[src/rtl/instr_register_pkg.sv]
// +--------------------------------------------------------------------------+
// | instr_register_pkg: shared instruction types and register geometry.      |
// | Revision: 1.0                                                            |
// +--------------------------------------------------------------------------+
`default_nettype none

package instr_register_pkg;

  localparam int DEFAULT_DEPTH  = 32;
  localparam int DEFAULT_ADDR_W = $clog2(DEFAULT_DEPTH);

  typedef enum logic [3:0] {
    ZERO,
    PASSA,
    PASSB,
    ADD,
    SUB,
    MULT,
    DIV,
    MOD
  } opcode_t;

  typedef logic signed [31:0] operand_t;

  typedef struct packed {
    opcode_t  opc;
    operand_t op_a;
    operand_t op_b;
  } instruction_t;

endpackage

`default_nettype wire

[src/rtl/rr_arb2.sv]
// +--------------------------------------------------------------------------+
// | rr_arb2: two-way arbiter, round-robin by default; INSTR_SCHED_FIXED_PRI_EN|
// | selects fixed priority (req[0] wins).  Revision: 1.0                     |
// +--------------------------------------------------------------------------+
`default_nettype none

module rr_arb2 (
  input  logic       clk,
  input  logic       reset_n,
  input  logic       en,
  input  logic [1:0] req,
  output logic [1:0] grant
);

`ifdef INSTR_SCHED_FIXED_PRI_EN
  logic unused_ok;
  assign unused_ok = &{1'b0, clk, reset_n};

  always_comb begin
    grant = 2'b00;
    if (en) begin
      if (req[0]) begin
        grant = 2'b01;
      end else if (req[1]) begin
        grant = 2'b10;
      end
    end
  end
`else
  // last_grant_q = 1 means req[1] won most recently, so req[0] takes the next tie.
  logic last_grant_q;
  logic last_grant_d;

  always_comb begin
    grant = 2'b00;
    if (en) begin
      case (req)
        2'b01:   grant = 2'b01;
        2'b10:   grant = 2'b10;
        2'b11:   grant = last_grant_q ? 2'b01 : 2'b10;
        default: grant = 2'b00;
      endcase
    end
    last_grant_d = last_grant_q;
    if (grant[0]) begin
      last_grant_d = 1'b0;
    end else if (grant[1]) begin
      last_grant_d = 1'b1;
    end
  end

  always_ff @(posedge clk or negedge reset_n) begin
    if (!reset_n) begin
      last_grant_q <= 1'b1;
    end else begin
      last_grant_q <= last_grant_d;
    end
  end
`endif

endmodule

`default_nettype wire

[src/rtl/instr_reg_sched.sv]
// +--------------------------------------------------------------------------+
// | instr_reg_sched: arbitrates two producers onto instr_register as a       |
// | circular queue with a valid/ready consumer port. Macro: INSTR_SCHED_FIXED_PRI_EN |
// | Revision: 1.0                                                            |
// +--------------------------------------------------------------------------+
`default_nettype none

module instr_reg_sched
  import instr_register_pkg::*;
#(
  parameter int DEPTH  = DEFAULT_DEPTH,
  parameter int ADDR_W = $clog2(DEPTH)
) (
  input  logic              clk,
  input  logic              reset_n,
  input  logic              req0_valid,
  input  opcode_t           req0_opcode,
  input  operand_t          req0_op_a,
  input  operand_t          req0_op_b,
  output logic              req0_ready,
  input  logic              req1_valid,
  input  opcode_t           req1_opcode,
  input  operand_t          req1_op_a,
  input  operand_t          req1_op_b,
  output logic              req1_ready,
  output logic              load_en,
  output opcode_t           opcode,
  output operand_t          operand_a,
  output operand_t          operand_b,
  output logic [ADDR_W-1:0] write_pointer,
  output logic [ADDR_W-1:0] read_pointer,
  input  instruction_t      instruction_word,
  output logic              out_valid,
  output instruction_t      out_instr,
  input  logic              out_ready,
  output logic [ADDR_W:0]   count,
  output logic              full,
  output logic              empty
);

  localparam logic [ADDR_W+1:0] CAPACITY = (ADDR_W+2)'(DEPTH);
  localparam logic [ADDR_W:0]   CNT_FULL = (ADDR_W+1)'(DEPTH);
  localparam logic [ADDR_W-1:0] PTR_ONE  = ADDR_W'(1);

  logic                load_en_q,       load_en_d;
  instruction_t        wr_data_q,       wr_data_d;
  logic [ADDR_W-1:0]   write_pointer_q, write_pointer_d;
  logic [ADDR_W-1:0]   wr_ptr_q,        wr_ptr_d;
  logic [ADDR_W-1:0]   rd_ptr_q,        rd_ptr_d;
  logic [ADDR_W:0]     count_q,         count_d;

  logic [ADDR_W+1:0]   occupancy;
  logic                space;
  logic [1:0]          grant;
  logic                transfer;
  logic                pop;

  // The in-flight write already owns a slot, so it counts toward capacity.
  assign occupancy = {1'b0, count_q} + {{(ADDR_W+1){1'b0}}, load_en_q};
  assign space     = occupancy < CAPACITY;

  rr_arb2 u_arb (
    .clk     (clk),
    .reset_n (reset_n),
    .en      (space && reset_n),
    .req     ({req1_valid, req0_valid}),
    .grant   (grant)
  );

  assign req0_ready = grant[0];
  assign req1_ready = grant[1];
  assign transfer   = |grant;

  assign empty     = (count_q == '0);
  assign full      = (count_q == CNT_FULL);
  assign out_valid = !empty;
  assign pop       = out_valid && out_ready;

  always_comb begin
    load_en_d       = transfer;
    wr_data_d       = wr_data_q;
    write_pointer_d = write_pointer_q;
    wr_ptr_d        = wr_ptr_q;
    rd_ptr_d        = rd_ptr_q;
    if (grant[0]) begin
      wr_data_d = '{opc: req0_opcode, op_a: req0_op_a, op_b: req0_op_b};
    end else if (grant[1]) begin
      wr_data_d = '{opc: req1_opcode, op_a: req1_op_a, op_b: req1_op_b};
    end
    if (transfer) begin
      write_pointer_d = wr_ptr_q;
      wr_ptr_d        = wr_ptr_q + PTR_ONE;
    end
    if (pop) begin
      rd_ptr_d = rd_ptr_q + PTR_ONE;
    end
    count_d = count_q + {{ADDR_W{1'b0}}, load_en_q} - {{ADDR_W{1'b0}}, pop};
  end

  always_ff @(posedge clk or negedge reset_n) begin
    if (!reset_n) begin
      load_en_q       <= 1'b0;
      wr_data_q       <= '{opc: ZERO, op_a: '0, op_b: '0};
      write_pointer_q <= '0;
      wr_ptr_q        <= '0;
      rd_ptr_q        <= '0;
      count_q         <= '0;
    end else begin
      load_en_q       <= load_en_d;
      wr_data_q       <= wr_data_d;
      write_pointer_q <= write_pointer_d;
      wr_ptr_q        <= wr_ptr_d;
      rd_ptr_q        <= rd_ptr_d;
      count_q         <= count_d;
    end
  end

  assign load_en       = load_en_q;
  assign opcode        = wr_data_q.opc;
  assign operand_a     = wr_data_q.op_a;
  assign operand_b     = wr_data_q.op_b;
  assign write_pointer = write_pointer_q;
  assign read_pointer  = rd_ptr_q;
  assign out_instr     = instruction_word;
  assign count         = count_q;

endmodule

`default_nettype wire

[config.mk]
export PLATFORM = sky130hd
export DESIGN_NAME = instr_reg_sched
export DESIGN_NICKNAME = d
export VERILOG_FILES = /design/src/rtl/instr_register_pkg.sv /design/src/rtl/rr_arb2.sv /design/src/rtl/instr_reg_sched.sv
export SDC_FILE = /design/constraint.sdc
export NUM_CORES = 1
export LEC_CHECK = 0
export ABC_CLOCK_PERIOD_IN_PS = 5100
export BUFFER_PORTS_ARGS = -buffer_cell sky130_fd_sc_hd__buf_2
export CORE_AREA = 2 2 141 143
export DETAILED_ROUTE_END_ITERATION = 7
export DIE_AREA = 0 0 143 145
export GPL_TIMING_DRIVEN = 0
export PLACE_DENSITY = 0.65
export SYNTH_ARGS = -nofsm -noshare
export SYNTH_HDL_FRONTEND = slang
export SYNTH_SLANG_ARGS = --single-unit
[constraint.sdc]
create_clock -name clk -period 5.1 [get_ports clk]
set_input_delay 0.51 -clock clk [delete_from_list [all_inputs] [get_ports clk]]
set_output_delay 0.51 -clock clk [all_outputs]
set_load 0.01 [all_outputs]
==> run summary, run 1 <==
The logs give 0.187 for the clock network fraction of design power and 0 for the post-CTS setup repair buffer count. The routed design has 14.2 mm of wire. The share of synthesized flip-flops with an asynchronous set or reset was 1.00; the sum of negative setup slack was 0 ns.

For the relative contribution of sequential cells to total power, the log shows 0.342. The tools report the final count of negative-setup-slack endpoints as 0. The number of endpoints with negative hold slack in the final report is 0, and the placed wire-length estimate is 11.4 mm. Across the VDD grid, the largest voltage drop is 0.258 mV. The wire length per cell is 14.6 um.

For the worst setup path, the data arrival time is 3.10 ns. The synthesized design contains 0 enable-type register cells. For the part of the total power dissipated in combinational logic, the log shows 0.471. In this run the core area contains 51 standard-cell rows. Once layout is done, the placed cells without fillers occupy 0.00762 mm^2. In this run the mean area of a mapped cell was 13.8 um^2. The number of clock sinks seen by CTS is 91, and the maximum fanout encountered on the critical timing path is 6.

The initial DRC count was 81. The min-delay analysis places its worst path in the category in2async. For the number of distinct library cell variants in the gate-level netlist after synthesis, the log shows 31.

TritonCTS built the clock tree. The run gives 5.37 ns as the data required time of the worst path. The flow ran to the end, and the final reports show no timing, DRC or antenna violations. The critical path is of the reg2reg type. The tree is rooted in a sky130_fd_sc_hd__clkbuf_16.

The actual slew at the worst max-slew pin works out to 0.606 ns. The share of the clock period used by the worst path after layout came out at 0.556. In this run the number of H-tree levels came out at 3. The tightest slew margin relative to the limit is 0.596, and the proportion of layout cells with a drive suffix above 1 is 0.772. At the end of routability-driven placement, the weighted congestion stood at 0.738. Via count of the first global-routing pass: 4079.

For this design the ratio of total power to cell area is 516 mW/mm^2. Initial antenna violation count: 0. The tool flagged a number of max-cap violations equal to 0. The setup clock skew after layout was 0.00787 ns; the switching power of the nets was 1.32 mW. The logs give 929 for the total number of nets in the final design and 353 MHz for the maximum frequency from static timing analysis. Setup repair after global routing left no endpoint under its margin.

For this block, the via count after detailed routing is 3995. The count of buffers added on input and output ports is 298. Clock-pin slew was measured on the worst setup and hold paths at 0.07 ns. For the worst-skew pair, the clock arrives at the later sink with an insertion delay of 0.35 ns.

After detailed routing, the number of vias per cell comes to 4.10. Cell area after technology mapping: 0.00545 mm^2. Synthesis produced a netlist with a net count of 619.

The number of gates resized after cts came out at 0. Yosys printed 0 warnings. The core region is 0.0192 mm^2. The pre-antenna-repair detailed-routing pass consisted of 4 iterations. The full die area was 0.0207 mm^2; the number of register bits inferred by synthesis was 91. The fraction of power spent switching nets was 0.337; the antenna diode count was 0. Summed over all layers, the global routing overflow is 0.

The run gives 0.284 as the starting density of the core. Hold is met by 0.170 ns. Synthesis produced a netlist whose cell count is 394. The longest clock path from root to sink contains 2 buffers. The tools report the nature of the critical path endpoint as a flop. The run gives 21.6 mm as the global-route wire length before repair.

The post-cts hold buffer count came out at 0. The sequential fraction of the synthesis area is 0.418. Buffers inserted during clock tree synthesis total 9. Walking the worst path, the cells encountered are inv_1 > ha_1 > nand3_1 > inv_1 > nor2b_1 > clkbuf_1 > ha_1 > inv_1 > ha_1 > a21o_1 > a311o_1 > a21oi_1 > xor2_1. In this run the remaining antenna-violating nets after routing total 0.

For this run, the slowest stage of the critical path takes 0.45 ns. The slowest stage of the critical path belongs to the cell sky130_fd_sc_hd__dfrtp_1. The floorplan step set the die width to 143 um. The internal power of the cells totals 2.61 mW. The residual DRC count was 0; the aggregate global-route resource usage was 0.133.

Entering global routing, the biggest net connects 51 pins. The logs give 0.00730 mm^2 for the placed standard-cell area and 0 for the final max-slew violation count. STA classifies the critical path startpoint as a flop. Growth of design area from synthesis to finish: 39.8%. For the leakage component of the power, the log shows 3.97 nW. The number of top-level pins was 367; the die span in y was 145 um. The minimum clock period works out to 2.83 ns. Main flop type after synthesis: sky130_fd_sc_hd__dfrtp_1.
-- placed cells by master, fill, tap and decap left out, drive strengths merged, types with 4 or more instances in the layout --
cell / Yosys / routed
buf: 82 / 381
clkbuf: 1 / 11
dfrtp: 90 / 90
ha: 15 / 15
inv: 12 / 13
mux2: 143 / 143
nand2: 5 / 5
nand3: 6 / 6
nand4: 4 / 4
nor2: 7 / 7
xnor2: 10 / 10
-- critical path: cells and delay by family, from the launching register on --
family                     cells  cell delay, ns
AOI/OAI and AO/OA              3            0.71
xor gates and xnor gates       1            0.15
adders and majority gates      3            0.70
buffers and inverters          4            0.50
DFF                            1            0.45
and+or+nand+nor                2            0.26
-- kinds of logic after synthesis --
logic type               after synthesis  synth area share
AND/OR/NAND/NOR                       26            0.0264
XOR/XNOR                              13            0.0243
buffers and inverters                 95             0.137
flip-flops                            91             0.418
AO/OA/AOI/OAI                         10            0.0138
multiplexers                         143             0.343
adder cells (fa/ha/maj)               16            0.0381
-- through the flow --
step,setup WS (ns),util,power (mW),std cells
finish,2.27,0.397,3.93,974
floorplan,2.45,-,2.58,394
global placement,1.59,0.379,3.20,957
detailed placement,2.24,0.380,3.24,958
global route,2.06,0.397,4.21,974
CTS,2.23,0.397,4.01,974
-- path summary, 6_finish.rpt --
kind,from,to,slack [ns],depth (start not counted)
max in group asynchronous,reset_n,operand_a[24],4.27,2
max reg2reg,count[2],count[5],2.27,13
min in group clk,read_pointer[4],read_pointer[4],0.47,1
min,reset_n,operand_b[19],0.17,1
min reg2reg,read_pointer[4],read_pointer[4],0.47,1
max,count[2],count[5],2.27,13
-- power by group through the flow --
| stage | Combinational, mW | Clock, mW | Sequential (mW) |
|---|---|---|---|
| 6_report | 1.85 | 0.734 | 1.34 |
| 5_1_grt | 2.02 | 0.788 | 1.40 |
| 4_1_cts | 1.89 | 0.764 | 1.35 |
| 3_5_place_dp | 1.89 | 0 | 1.36 |
| 3_3_place_gp | 1.85 | 0 | 1.35 |
| 2_1_floorplan | 1.09 | 0 | 1.49 |
-- layout make-up --
class                           instances  area, um^2
Clock buffer                           10         229
Fill cell                            1886       11600
Tap cell                              265         332
Timing Repair Buffer                  299        1520
Sequential cell                        91        2280
Clock inverter                          6        90.1
Multi-Input combinational cell        208        2430
Buffer                                 83         692
Inverter                               12        52.6
-- cell usage after synthesis (2+ instances only) --
master,instances,area share
sky130_fd_sc_hd__nor2_1,7,0.0048
sky130_fd_sc_hd__mux2_4,69,0.19
sky130_fd_sc_hd__nand2_1,5,0.0034
sky130_fd_sc_hd__xnor2_1,9,0.014
sky130_fd_sc_hd__dfrtp_1,90,0.41
sky130_fd_sc_hd__xor2_1,3,0.0048
sky130_fd_sc_hd__buf_12,7,0.026
sky130_fd_sc_hd__o21a_1,2,0.0028
sky130_fd_sc_hd__a21oi_1,3,0.0028
sky130_fd_sc_hd__buf_2,6,0.0055
sky130_fd_sc_hd__mux2_2,74,0.15
sky130_fd_sc_hd__inv_1,10,0.0069
sky130_fd_sc_hd__ha_1,15,0.034
sky130_fd_sc_hd__nand4_1,3,0.0034
sky130_fd_sc_hd__buf_4,69,0.095
sky130_fd_sc_hd__nand3_1,5,0.0046
sky130_fd_sc_hd__nor2b_1,2,0.0023
sky130_fd_sc_hd__and3_1,2,0.0023
-- sequential cells by signal (all words and copies together) (netlist names) --
signal	cells
operand_a	32
operand_b	32
count	6
read_pointer	5
wr_ptr_q	5
write_pointer	5
opcode	4
load_en	1
u_arb.last_grant_q	1
-- per-layer routing --
metal / global-route usage / vias up / share of wire
li1: - / 1916 / -
met1: 0.163 / 1869 / 0.42
met2: 0.232 / 195 / 0.50
met3: 0.0343 / 15 / 0.072
met4: 0.0307 / 0 / 0.0096
met5: 0 / - / 0
Note: power is estimated with default switching activity, not from simulation.
==> run 2: changes to the inputs <==
Settings changed: ABC_AREA set to 1, ABC_CLOCK_PERIOD_IN_PS 5100 to 2700, PLACE_DENSITY 0.65 to 0.67.
Clock period 5.1 ns to 2.7 ns, I/O delays scaled along.
==> run 2 against run 1 <==
Synthesized cell count is 100% higher. First-iteration DRC count increased to 3.1 times the previous value. Sequential power is 84% higher. Setup slack worse by 2.1 ns. Cell area grew 5.3%. Non-clock buffer count up 35. Cell count increased by 41%. Critical path depth did not move. Combinational power up 84%. Critical path type unchanged.
==> run summary, run 2 <==
The proportion of layout cells with a drive suffix above 1 is 0.376 (-0.396). Die extent in x: 143 um (unchanged). The top cell types in the final layout, fill and taps aside, are 311 x sky130_fd_sc_hd__buf_2, 226 x sky130_fd_sc_hd__nand2_1, 158 x sky130_fd_sc_hd__inv_1. The main flop type after synthesis was sky130_fd_sc_hd__dfrtp_1.

The number of cells traversed by the worst register-to-register path is 13 (unchanged), and the setup clock skew after layout is 0.0115 ns (+0.00364 ns). For the maximum frequency from static timing analysis, the log shows 393 MHz (+11%). The category of the worst setup path launch point is a flop. The run gives 367 (unchanged) as the number of top-level pins. The via count of the first global-routing pass was 5704 (+40%); the post-detailed-route count of antenna-violating nets was 0 (unchanged). The number of enable-type register cells in the synthesized netlist is 0 (unchanged). The clock transition at the registers of the reported paths was 0.07 ns (about the same); the number of cell rows was 51 (unchanged).

The number of register bits inferred by synthesis came out at 91 (unchanged). The global-route wire length before repair came out at 29.4 mm (+36%). The minimum clock period works out to 2.54 ns (-0.292 ns).

The delay contributed by the slowest stage of the critical path was 0.45 ns (about the same). The worst setup path is of the reg2reg kind. The logs give 0.00215 mm^2 (-12%) for the area of combinational cells with multiple inputs and 0.00228 mm^2 (about the same) for the total area of sequential cells. The share of the core filled with cells came out at 0.418 (+0.0208).

The tools report the CTS H-tree depth as 3 (unchanged). The placed wire-length estimate was 14.5 mm (+27%); the max capacitance violation total was 0 (unchanged). The root buffer cell chosen for the clock tree is sky130_fd_sc_hd__clkbuf_16.

The buffer depth of the longest clock path is 2 (unchanged). The final weighted congestion in routability-driven placement was 0.825 (+12%); the maximum fanout encountered on the critical timing path was 5 (-1). The critical path's most frequent cell was sky130_fd_sc_hd__inv_1.

The final count of negative-setup-slack endpoints was 0 (unchanged); the sequential fraction of the synthesis area was 0.397 (-0.0212). The synthesized design spends more area on one cell type than any other, namely sky130_fd_sc_hd__dfrtp_1. The number of search-and-repair iterations in the first detailed-routing pass came out at 4 (unchanged). The run gives 1016 (+64%) as the synthesized net count. The library cell used most frequently in the layout, excluding fill and tap cells, is sky130_fd_sc_hd__buf_2.

The leakage component of the power is 4.95 nW (+25%). Sorting the synthesized cells by area gives the leading types as sky130_fd_sc_hd__dfrtp_1 39%, sky130_fd_sc_hd__nand2_1 15%, sky130_fd_sc_hd__inv_1 10%. The full die area is 0.0207 mm^2 (unchanged).

The number of endpoints with negative hold slack in the final report came out at 0 (unchanged). For the tightest slew margin relative to the limit, the log shows 0.601 (+0.00482). The residual DRC count was 0 (unchanged). The endpoint identified for the worst register-to-register timing path is count[4]. The run gives 0.158 ns (-2.11 ns) as the minimum setup slack in the final design. The logs give 0 (unchanged) for the number of warnings reported in the yosys synthesis log and 0.181 (+0.0480) for the aggregate global-route resource usage. The logs give 2019 (+7.1%) for the final-layout fill cell count and 27 (-13%) for the number of distinct library cell variants in the gate-level netlist after synthesis. In this run the critical register-to-register path is launched from count[2]. In the post-synthesis netlist, the cell with the most instances is sky130_fd_sc_hd__nand2_1. Total number of nets in the final design: 1332 (+43%). TritonCTS built the clock tree. The run gives 0.0192 mm^2 (unchanged) as the placeable core region.

The number of buffers created by CTS was 9 (unchanged). The signal on the critical path passes through inv_1 > ha_2 > nand4_1 > nand2_2 > inv_1 > ha_1 > inv_1 > ha_1 > fa_2 > a21oi_1 > nor2_1 > nor2_1 > xor2_1. The worst hold path belongs to the class in2async. The initial DRC count is 251 (+210%).

The logs give 2.81 ns (-0.29 ns) for the arrival time of the worst setup path and 91 (unchanged) for the number of clock sinks seen by CTS. The die span in y was 145 um (unchanged); the maximum number of pins on one net before global-route repair was 63 (+24%). The total via count in the routed design came out at 5927 (+48%).

The average cell area after synthesis is 7.26 um^2 (-48%), and the wire length per cell is 13.7 um (-5.8%). Final wirelength: 18.9 mm (+33%). The actual slew at the worst max-slew pin came out at 0.597 ns (-0.00899 ns). The power density over the cells works out to 908 mW/mm^2 (+76%). The growth of design area from synthesis to finish came out at 39.7% (about the same). Setup repair after global routing left no endpoint under its margin. The run finished with clean final reports. By count the netlist is led by 227 x sky130_fd_sc_hd__nand2_1, 158 x sky130_fd_sc_hd__inv_1, 90 x sky130_fd_sc_hd__dfrtp_1. For the starting density of the core, the log shows 0.299 (+0.0152). For the final max-slew violation count, the log shows 0 (unchanged). The highest ir drop seen on vdd was 0.386 mV (+50%). The tools report the data required time of the worst path as 2.97 ns (-2.40 ns). Cell area after technology mapping: 0.00574 mm^2 (+5.3%). The initial antenna violation count is 1 (+1). The remaining global-route overflow was 0 (unchanged).

Fraction of synthesized cell area taken by the top area cell type: 0.392 (-0.0210). The share of synthesized flip-flops with an asynchronous set or reset works out to 1.00 (unchanged). The latest clock arrival within the worst-skew pair is 0.35 ns (about the same), and the synthesized instance count is 791 (+100%).

The share of the clock period used by the worst path after layout works out to 0.941 (+0.386). The count of input and output buffers works out to 298 (unchanged). The slowest stage of the critical path belongs to the cell sky130_fd_sc_hd__dfrtp_1. STA classifies the critical path endpoint as a flop. The worst setup slack for register-to-register paths came out at 0.16 ns (-2.11 ns).

For the worst setup slack after placement, the log shows 0.0375 ns (-2.20 ns). The vias per cell works out to 4.30 (+4.9%).
==> run 2: cell types whose count changed in the layout (fill, tap and decap cells not counted), moves of 8 or more <==
cell	delta
sky130_fd_sc_hd__o21ai_0	+10
sky130_fd_sc_hd__buf_2	+8
sky130_fd_sc_hd__nand4_1	+67
sky130_fd_sc_hd__mux2_2	-74
sky130_fd_sc_hd__mux2_4	-69
sky130_fd_sc_hd__clkbuf_1	+19
sky130_fd_sc_hd__inv_1	+148
sky130_fd_sc_hd__nand3_1	+69
sky130_fd_sc_hd__nand2_1	+221
==> run 2: critical path: cells and delay by family (launching register included) <==
| family | cells | cell delay, ns |
|---|---|---|
| fa+ha+maj | 4 | 1.03 |
| flops | 1 | 0.45 |
| simple gates | 4 | 0.44 |
| buf+inv | 3 | 0.24 |
| compound gates | 1 | 0.15 |
| xor+xnor | 1 | 0.14 |
==> run 2: power by group <==
| group | switching, mW | total, mW | internal, mW |
|---|---|---|---|
| Clock | 0.591 | 1.41 | 0.821 |
| Combinational | 2.05 | 3.41 | 1.36 |
| Sequential | 0.409 | 2.46 | 2.05 |
==> run 2: worst max-delay path by stage <==
| stage | startpoint | end | slack (ns) | depth (start not counted) |
|---|---|---|---|---|
| 4_1_cts | count[2] | count[4] | 0.02 | 13 |
| 5_1_grt | count[3] | count[4] | 0.0008 | 13 |
| 6_report | count[2] | count[4] | 0.16 | 13 |
| 3_3_place_gp | reset_n | req0_ready | -1.06 | 7 |
| 3_5_place_dp | count[2] | count[4] | 0.04 | 13 |
| 2_1_floorplan | count[2] | count[4] | 0.20 | 13 |
==> run 2: final cells by class <==
cell class / instances / share of cell area
multi-input combinational: 430 / 0.268
clock buffer: 9 / 0.0281
tap: 265 / 0.0413
clock inverter: 7 / 0.0123
timing repair buffer: 305 / 0.201
buffer: 112 / 0.0911
sequential: 91 / 0.284
inverter: 158 / 0.0739
antenna: 1 / 0.000312
==> run 2: per-layer routing <==
layer | GRT usage | wire (um)
met1 | 0.219 | 7770
met2 | 0.329 | 9770
met3 | 0.0218 | 1050
met4 | 0.0574 | 329
met5 | 0 | 0
==> run 2: what timing repair did <==
item | in CTS | in global routing
hold buffers | 4 | 0
buffers inserted | 0 | 2
gates resized for setup | 0 | 4
endpoints found under the hold margin | 28 | 0
setup endpoints to repair | 0 | 1
==> run 2: cell families (layout without fill, tap and decap cells) <==
group                      Yosys count  count (layout)  share of synthesized area
AOI/OAI and AO/OA                   17              17                     0.0168
xor gates and xnor gates            11              11                     0.0168
adders and majority gates           16              16                     0.0362
buffers and inverters              270             591                      0.231
DFF                                 91              91                      0.397
other                                0               1                          0
and+or+nand+nor                    386             386                      0.303
==> run 2: through the flow <==
stage                     hold slack [ns]  instance area, um^2  setup TNS (ns)  total power, mW  std cells
after floorplan                   -0.0256                 5740               0             4.49        791
after global placement              0.457                 7570          -79.71             5.83       1354
after detailed placement            0.231                 7600               0             5.91       1355
after CTS                         0.00438                 8000               0             7.39       1375
after global routing              0.00826                 8020               0             7.92       1378
final                              0.0184                 8020               0             7.29       1378
==> run 3: changes to the inputs <==
Settings changed: CELL_PAD_IN_SITES_DETAIL_PLACEMENT set to 0, CELL_PAD_IN_SITES_GLOBAL_PLACEMENT set to 1, CORE_AREA 2 2 141 143 to unset, CORE_MARGIN set to 2, CORE_UTILIZATION set to 29, DIE_AREA 0 0 143 145 to unset, PLACE_DENSITY 0.67 to 0.89.
==> run 3 against run 2 <==
Clock power down 9%. Clock skew about the same. Cell count unchanged. Largest cell class unchanged.
==> run summary, run 3 (synthesis results as in run 2) <==
The power density over the cells was 901 mW/mm^2 (-0.78%). The actual slew at the worst max-slew pin came out at 0.655 ns (+0.0572 ns). The share of the core filled with cells came out at 0.412 (-0.00619). The residual DRC count came out at 0 (unchanged).

Initial DRC count: 327 (+30%). The tools report the placeable core region as 0.0195 mm^2 (+1.3%). The number of instances in the placed design was 1355 (unchanged); the number of cells traversed by the worst register-to-register path was 13 (unchanged). The maximum number of pins on one net before global-route repair came out at 51 (-19%).

The path with the worst hold slack has its endpoint at read_pointer[0]. In this run the critical register-to-register path is launched from count[3]. Part of the total power dissipated in combinational logic: 0.479 (+0.011). The category of the most critical setup path is reg2reg. The nature of the critical path endpoint was a flop. The number of cell rows was 51 (unchanged). The number of buffers created by CTS is 9 (unchanged), and the final count of negative-setup-slack endpoints is 0 (unchanged).

The logs give 0.282 mV (-27%) for the highest ir drop seen on vdd and 390 MHz (-0.75%) for the maximum frequency from static timing analysis. The run gives 0 ns (unchanged) as the sum of negative setup slack. The critical path's most frequent cell is sky130_fd_sc_hd__inv_1. The worst hold path belongs to the class in2reg. The flow ran to the end, and the final reports show no timing, DRC or antenna violations. Leaving out fill and tap cells, the most frequent cell in the layout is sky130_fd_sc_hd__buf_2. The latest clock arrival within the worst-skew pair is 0.35 ns (about the same).

Worst setup slack for register-to-register paths: 0.14 ns (-0.02 ns). The run gives 0 (unchanged) as the remaining global-route overflow. The global-route wire length before repair came out at 28.4 mm (-3.3%). The run gives 4 (unchanged) as the number of search-and-repair iterations in the first detailed-routing pass. The minimum clock period came out at 2.56 ns (+0.0191 ns). The aggregate global-route resource usage came out at 0.178 (-0.00332).

The initial antenna violation count came out at 0 (-1). For the final-layout fill cell count, the log shows 2079 (+3.0%). The run gives 0 (-1) as the antenna diode count. The growth of design area from synthesis to finish came out at 39.5%. In this run the critical register-to-register path is captured at count[4]. The layer with the highest usage was met2. The max capacitance violation total was 0 (unchanged); the switching power of the nets was 3.05 mW (-0.26%). The run gives 1334 (+0.15%) as the total number of nets in the final design. Full die area: 0.0209 mm^2 (+1.0%). The run gives 0 (unchanged) as the final max-slew violation count.

The logs give 0.214 (-0.00452) for the met1 track demand over resource in global routing and 0.00228 mm^2 (about the same) for the total area of sequential cells. For the arrival time of the worst setup path, the log shows 2.83 ns (+0.02 ns). The worst setup path is launched from a flop. The clock transition at the registers of the reported paths is 0.07 ns (about the same), and the setup clock skew after layout is 0.0117 ns (+0.000202 ns). The leakage component of the power was 4.95 nW (-0.13%). The startpoint identified for the worst hold timing path is out_ready.

The final weighted congestion in routability-driven placement is 0.770 (-6.6%), and the tightest slew margin relative to the limit is 0.564 (-0.0370). The run gives 3 (unchanged) as the CTS H-tree depth. TritonCTS built the clock tree. The number of top-level pins is 367 (unchanged), and the proportion of layout cells with a drive suffix above 1 is 0.376 (about the same).

In the layout the commonest cells are 311 x sky130_fd_sc_hd__buf_2, 226 x sky130_fd_sc_hd__nand2_1, 158 x sky130_fd_sc_hd__inv_1. The logs give 0.0376 ns (+0.000101 ns) for the worst setup slack after placement and 4.17 mW (-1.4%) for the internal power contribution. The worst path buffer plus inverter count was 3 (unchanged); the buffer depth of the longest clock path was 2 (unchanged). The die span in y was 145 um (-0.19%).

The via count of the first global-routing pass was 5546 (-2.8%); the minimum setup slack in the final design was 0.139 ns (-0.0191 ns). The clock network fraction of design power was 0.179 (-0.015); the number of clock sinks seen by CTS was 91 (unchanged). The run gives 0.342 (+0.004) as the relative contribution of sequential cells to total power. The logs give 0.295 (-0.00392) for the starting density of the core and 0.00215 mm^2 (unchanged) for the area of combinational cells with multiple inputs. The number of endpoints with negative hold slack in the final report was 0 (unchanged). The die extent in x works out to 145 um (+1.2%). The vias per cell is 4.34 (+0.91%).

The placed wire-length estimate is 14.5 mm (-0.50%), and the delay contributed by the slowest stage of the critical path is 0.44 ns (about the same). The signal on the critical path passes through inv_1 > ha_2 > nand4_1 > nand2_2 > inv_1 > ha_1 > inv_1 > ha_1 > fa_2 > a21oi_1 > nor2_1 > nor2_1 > xor2_1. The post-detailed-route count of antenna-violating nets is 0 (unchanged), and the data required time of the worst path is 2.97 ns (about the same). The count of input and output buffers came out at 298 (unchanged). Wire length per cell: 13.9 um (+1.2%).

Fraction of power spent switching nets: 0.422 (+0.00291). The met3 global-route usage was 0.0230 (+0.00125). The worst hold path passes through 3 cells. The run gives 5981 (+0.91%) as the total via count in the routed design.

On the critical path, the stage with the largest delay is an instance of sky130_fd_sc_hd__dfrtp_2. The met2 demand-to-capacity share in global routing is 0.328 (-0.00116), and the maximum fanout encountered on the critical timing path is 5 (unchanged). The final wirelength was 19.1 mm (+1.2%).

The clock tree root driver cell was sky130_fd_sc_hd__clkbuf_16. The kind of cell with the highest combined delay along the critical path is adder cells. The run gives 1378 (unchanged) as the count of placed standard cells in the final layout, fillers left out.

The share of the clock period used by the worst path after layout works out to 0.948 (+0.00709).
-- run 3: area by class of cell --
class,instances,share of cell area
plain buffers,112,0.0912
clock buffers,11,0.0303
clock inverters,4,0.00640
inverters,158,0.0740
multi-input cells,430,0.268
flip-flops and latches,91,0.285
well taps,265,0.0414
repair buffers,307,0.204
-- run 3: worst max path at each step --
stage | start | endpoint | slack (ns) | cells after the start
after floorplan | count[2] | count[4] | 0.20 | 13
after global placement | reset_n | operand_b[27] | -1.06 | 8
after detailed placement | reset_n | operand_b[29] | 0.04 | 8
after CTS | count[3] | count[4] | 0.04 | 13
after global routing | count[3] | count[4] | -0.02 | 13
final | count[3] | count[4] | 0.14 | 13
-- run 3: repair_timing --
item	CTS	global route
buffers inserted	0	3
hold buffers	5	0
resized for setup	0	5
endpoints found under the setup margin	0	1
endpoints found under the hold margin	28	0
-- run 3: power by group through the flow --
stage | combinational, mW | clock, mW | sequential, mW
6_report | 3.45 | 1.29 | 2.47
5_1_grt | 3.92 | 1.39 | 2.55
4_1_cts | 3.48 | 1.34 | 2.47
3_5_place_dp | 3.46 | 0 | 2.47
3_3_place_gp | 3.37 | 0 | 2.47
2_1_floorplan | 1.73 | 0 | 2.75
-- run 3: stage by stage --
stage / power [mW] / hold WS (ns) / instance area (um^2)
final: 7.22 / 0.223 / 8010
after floorplan: 4.49 / -0.0256 / 5740
after CTS: 7.28 / 0.214 / 7980
after global routing: 7.87 / 0.229 / 8010
after global placement: 5.84 / 0.458 / 7570
after detailed placement: 5.93 / 0.237 / 7600
-- run 3: worst register-to-register path: stages, from the launching register on --
cell	delay (ns)
sky130_fd_sc_hd__dfrtp_2	0.44
sky130_fd_sc_hd__inv_1	0.09
sky130_fd_sc_hd__ha_2	0.18
sky130_fd_sc_hd__nand4_1	0.16
sky130_fd_sc_hd__nand2_2	0.16
sky130_fd_sc_hd__inv_1	0.09
sky130_fd_sc_hd__ha_1	0.28
sky130_fd_sc_hd__inv_1	0.04
sky130_fd_sc_hd__ha_1	0.22
sky130_fd_sc_hd__fa_2	0.37
sky130_fd_sc_hd__a21oi_1	0.13
sky130_fd_sc_hd__nor2_1	0.05
sky130_fd_sc_hd__nor2_1	0.11
sky130_fd_sc_hd__xor2_1	0.15
-- run 3: metal layers --
layer	wire length, um	part of all wire
met1	7780	0.41
met2	9880	0.52
met3	1210	0.063
met4	271	0.014
met5	0	0
